## src/rtl/run_gen.sv

```systemverilog
`timescale 1ns/1ps
// run_gen: serial run-length transmitter.
// Takes a run length over a vld/rdy handshake and sends one frame on `x`.
// A frame is `len` ones followed by GAP zeros. `x` drives the ones-run
// detector's serial input on the same clock.
//
// Parameters:
//   LEN_W  width of the run-length word (longest run = 2^LEN_W-1 ones)
//   GAP    zero cycles after each run, 1..15
//
// Ports:
//   c       clock, rising edge
//   r       asynchronous active-low reset
//   len     run length for the next frame
//   vld     len valid, held with len stable until accepted
//   rdy     transmitter can accept len this cycle (combinational)
//   x       registered serial output
//   busy    a frame is in progress
//   done    one-cycle pulse after the last gap cycle of each frame
//   frames  count of completed frames, wraps at 256
//           (present only when RUNGEN_FRAMECNT_EN is defined)
//
// Optional feature macro: RUNGEN_FRAMECNT_EN
module run_gen #(
  parameter int unsigned LEN_W = 4,
  parameter int unsigned GAP   = 1
) (
  input  logic             c,
  input  logic             r,
  input  logic [LEN_W-1:0] len,
  input  logic             vld,
  output logic             rdy,
  output logic             x,
  output logic             busy,
  output logic             done
`ifdef RUNGEN_FRAMECNT_EN
  ,
  output logic [7:0]       frames
`endif
);

  if (GAP < 1 || GAP > 15) begin : g_bad_gap
    $error("run_gen: GAP must be in the range 1..15");
  end

  localparam logic [3:0] GAP_LD = 4'(GAP - 1);

  typedef enum logic [1:0] {
    ST_IDLE = 2'd0,
    ST_ONES = 2'd1,
    ST_GAP  = 2'd2
  } state_t;

  state_t           st;
  logic [LEN_W-1:0] cnt;
  logic [3:0]       gcnt;
  logic             accept;

  // The last gap cycle is also a ready cycle, so back-to-back frames need
  // no idle cycle in between.
  assign rdy    = (st == ST_IDLE) || ((st == ST_GAP) && (gcnt == 4'd0));
  assign accept = vld && rdy;
  assign busy   = (st != ST_IDLE);

  always_ff @(posedge c or negedge r) begin
    if (!r) begin
      st     <= ST_IDLE;
      cnt    <= '0;
      gcnt   <= '0;
      x      <= 1'b0;
      done   <= 1'b0;
`ifdef RUNGEN_FRAMECNT_EN
      frames <= '0;
`endif
    end else begin
      done <= 1'b0;
      case (st)
        ST_IDLE: begin
          x <= 1'b0;
          if (accept) begin
            if (len != '0) begin
              st  <= ST_ONES;
              x   <= 1'b1;
              cnt <= len - LEN_W'(1);
            end else begin
              // Zero-length request still sends a full gap.
              st   <= ST_GAP;
              x    <= 1'b0;
              gcnt <= GAP_LD;
            end
          end
        end

        ST_ONES: begin
          if (cnt != '0) begin
            cnt <= cnt - LEN_W'(1);
          end else begin
            st   <= ST_GAP;
            x    <= 1'b0;
            gcnt <= GAP_LD;
          end
        end

        ST_GAP: begin
          if (gcnt != 4'd0) begin
            gcnt <= gcnt - 4'd1;
          end else begin
            done   <= 1'b1;
`ifdef RUNGEN_FRAMECNT_EN
            frames <= frames + 8'd1;
`endif
            // Frame completes and, if a request is waiting, the next one
            // loads on the same edge exactly as it would from IDLE.
            if (accept) begin
              if (len != '0) begin
                st  <= ST_ONES;
                x   <= 1'b1;
                cnt <= len - LEN_W'(1);
              end else begin
                st   <= ST_GAP;
                x    <= 1'b0;
                gcnt <= GAP_LD;
              end
            end else begin
              st <= ST_IDLE;
            end
          end
        end

        default: begin
          st <= ST_IDLE;
          x  <= 1'b0;
        end
      endcase
    end
  end

endmodule

```

## config.mk

```make
export PLATFORM = sky130hd
export DESIGN_NAME = run_gen
export DESIGN_NICKNAME = d
export VERILOG_FILES = /design/src/rtl/run_gen.sv
export SDC_FILE = /design/constraint.sdc
export NUM_CORES = 1
export LEC_CHECK = 0
export ABC_AREA = 1
export BUFFER_PORTS_ARGS = -buffer_cell sky130_fd_sc_hd__buf_2
export CAP_MARGIN = 25
export CORE_ASPECT_RATIO = 1.2
export CORE_MARGIN = 3
export CORE_UTILIZATION = 56
export CTS_BUF_LIST = sky130_fd_sc_hd__clkbuf_16
export CTS_CLUSTER_DIAMETER = 150
export DETAILED_ROUTE_END_ITERATION = 10
export HOLD_SLACK_MARGIN = 0.1
export PLACE_DENSITY = 0.86
export SLEW_MARGIN = 0
export SYNTH_ARGS = -nofsm -noshare
export SYNTH_HDL_FRONTEND = slang
export SYNTH_SLANG_ARGS = --single-unit
```

## constraint.sdc

```tcl
create_clock -name c -period 2.1 [get_ports c]
set_input_delay 0.315 -clock c [delete_from_list [all_inputs] [get_ports c]]
set_output_delay 0.315 -clock c [all_outputs]
set_load 0.01 [all_outputs]
```

==> impl_metrics.env <==
export IMPL_ioPinCount=11
export IMPL_wirelength_um=1920
export IMPL_grt_pass1_vias=837
export IMPL_slew_limit_headroom_pct=73.8
export IMPL_cellLeakagePower_nw=0.566
export IMPL_grt_max_degree=13
export IMPL_clock_path_buffers=2
export IMPL_top_usage_layer="met2"
export IMPL_setup_tns_final_ps=0
export IMPL_synth_seq_cells=12
export IMPL_dieWidth_um=42.5
export IMPL_grt_usage_pct=20.8
export IMPL_fin_crit_sh_pct=91.3
export IMPL_wl_per_cell_um=12.7
export IMPL_hold_violations=0
export IMPL_use_met2_pct=38.8
export IMPL_floorplan_core_area_um2=1460
export IMPL_synth_fp_nets=134
export IMPL_clk_latency_ps=240
export IMPL_cts_tree="built"
export IMPL_postSynthCellCount=120
export IMPL_cts_buffers=3
export IMPL_initial_utilization_pct=61.1
export IMPL_grt_pass1_wl_um=3300
export IMPL_root_buffer="clkbuf_16"
export IMPL_setup_viol=0
export IMPL_r2r_start="st[1]$_DFFE_PN0P_"
export IMPL_path_class="flop to flop"
export IMPL_path_clk_slew_ps=40
export IMPL_postCtsResizedCells=0
export IMPL_finalMaxSlewViolations=0
export IMPL_outcome="finished clean"
export IMPL_final_setup_skew_ps=2.41
export IMPL_hp_start="vld"
export IMPL_r2r_slack_ps=180
export IMPL_drtIter0Drc=19
export IMPL_synth_area_top_cells="dfrtp_1 34%, nand2_1 13%, ha_1 9.8%"
export IMPL_port_buffers=10
export IMPL_hold_path_class="input port to flop"
export IMPL_rsz0062_at_grt="no"
export IMPL_cts_sinks=12
export IMPL_reg2reg_depth=8
export IMPL_placed_area_um2=958
export IMPL_use_met1_pct=19.4
export IMPL_worst_pin_slew_ps=393
export IMPL_ys_warn_count=0
export IMPL_post_synth_top_area_cell="dfrtp_1"
export IMPL_start_kind="flop"
export IMPL_die_h_um=49.8
export IMPL_num_vias=839
export IMPL_synth_distinct_cells=24
export IMPL_die_area_um2=2120
export IMPL_drc=0
export IMPL_fin_crit_ps=1920
export IMPL_end_kind="flop"
export IMPL_std_cell_rows=15
export IMPL_via_per_inst=5.56
export IMPL_antenna_found_initial=0
export IMPL_final_layout_size_suffix_gt1_share_pct=20.9
export IMPL_htree_levels=1
export IMPL_n_antenna_cell=0
export IMPL_max_freq_mhz=521
export IMPL_total_power_mw=1.90
export IMPL_holdPathStages=3
export IMPL_peakVddDrop_v=0.00126
export IMPL_dpl_hpwl_um=1500
export IMPL_drt_pass1_iter_count=5
export IMPL_rr_endpoint="cnt[2]$_DFFE_PN0P_"
export IMPL_synth_seq_area_share_pct=33.6
export IMPL_critical_path_required_ps=2270
export IMPL_hold_path_endpoint="x$_DFFE_PN0P_"
export IMPL_power_density_nw_per_um2=1810
export IMPL_gr_total_overflow=0
export IMPL_syn_area_um2=895
export IMPL_avgSynthCellArea_um2=7.46
export IMPL_ant_nets=0
export IMPL_grtUsageMet3_pct=5.84
export IMPL_critPathMaxFanout=10
export IMPL_maxCapViolCount=0
export IMPL_place_congestion=0.796
export IMPL_critPathArrivalTime_ps=2090
export IMPL_final_util_pct=71.5
export IMPL_synthToLayoutAreaGrowth_pct=17.1
export IMPL_fin_area_um2=1050
export IMPL_yosysTopAreaCellShare_pct=33.6
export IMPL_final_nets=149
[flip-flops by register name (all words and copies together), names as in the netlist]
name / flops
cnt: 4
done: 1
gcnt: 4
st: 2
x: 1
[layout make-up]
| class | count | area [µm²] |
|---|---|---|
| inverters | 19 | 71.3 |
| repair buffers | 11 | 60.1 |
| clock buffers | 3 | 75.1 |
| clock inverters | 1 | 3.75 |
| well taps | 17 | 21.3 |
| multi-input cells | 88 | 515 |
| fillers | 124 | 417 |
| flip-flops and latches | 12 | 300 |
[synth_stat cells]
master and count:
xor2_1 1, a21oi_1 3, nand4_1 2, nand2_4 1
o21ai_1 7, nor2_1 5, or2_1 2, nand3b_1 1
nand3_1 13, xnor2_1 1, o21ai_4 1, inv_2 3
dfrtp_1 12, nand3_2 2, o21ai_0 2, nand2_2 5
ha_1 7, o211ai_1 1, buf_4 1, a21oi_4 1
nor2_2 2, nand2_1 30, inv_1 16, o22ai_1 1
[metal layers]
metal  wire length, µm  share of wire [%]
met1               711                 37
met2              1020                 53
met3               111                5.8
met4                80                4.2
met5                 0                  0
[repair_timing]
action	in CTS	in global routing
hold endpoints to repair	12	0
hold buffers	1	0
setup buffers	0	0
[power by group]
group	switching [mW]	internal (mW)	total (mW)
registers	0.0774	0.340	0.417
logic	0.716	0.412	1.13
clock network	0.104	0.251	0.355
[critical path: stages, from the launching register on]
cell and delay [ps]:
dfrtp_1 390, inv_1 100, ha_1 400, nand2_1 100, o21ai_1 210, ha_1 240
xor2_1 190, nand3_1 110, nand2_1 110
[layout by cell type, fill, tap and decap left out, types with 5 or more instances in the layout]
cell / n
nand2_1: 30
inv_1: 16
nor2_1: 5
nand3_1: 13
ha_1: 7
nand2_2: 5
o21ai_1: 7
dfrtp_1: 12
buf_2: 10
[cell families (layout without fill, tap and decap cells)]
kind of cell | count (synthesis) | count (layout) | synth area share (%)
AOI/OAI and AO/OA | 16 | 16 | 11.9
and+or+nand+nor | 63 | 63 | 34.0
buffers and inverters | 20 | 34 | 8.81
xor gates and xnor gates | 2 | 2 | 1.96
adders and majority gates | 7 | 7 | 9.79
DFF | 12 | 12 | 33.6
[how the worst max path moves through the flow]
| stage | end | cells past startpoint | startpoint |
|---|---|---|---|
| 2_1_floorplan | cnt[3]$_DFFE_PN0P_ | 9 | st[0]$_DFFE_PN0P_ |
| 3_3_place_gp | cnt[2]$_DFFE_PN0P_ | 8 | st[1]$_DFFE_PN0P_ |
| 3_5_place_dp | cnt[2]$_DFFE_PN0P_ | 8 | st[1]$_DFFE_PN0P_ |
| 4_1_cts | cnt[2]$_DFFE_PN0P_ | 8 | st[1]$_DFFE_PN0P_ |
| 5_1_grt | cnt[2]$_DFFE_PN0P_ | 8 | st[1]$_DFFE_PN0P_ |
| 6_report | cnt[2]$_DFFE_PN0P_ | 8 | st[1]$_DFFE_PN0P_ |
[stage by stage]
step	setup WS (ps)	hold slack, ps	std cells
after floorplan	619	19.4	120
final	182	430	151
after global placement	376	203	146
after detailed placement	253	207	146
after global routing	34.1	454	151
after CTS	208	434	151
(Power assumes the default switching activity.)
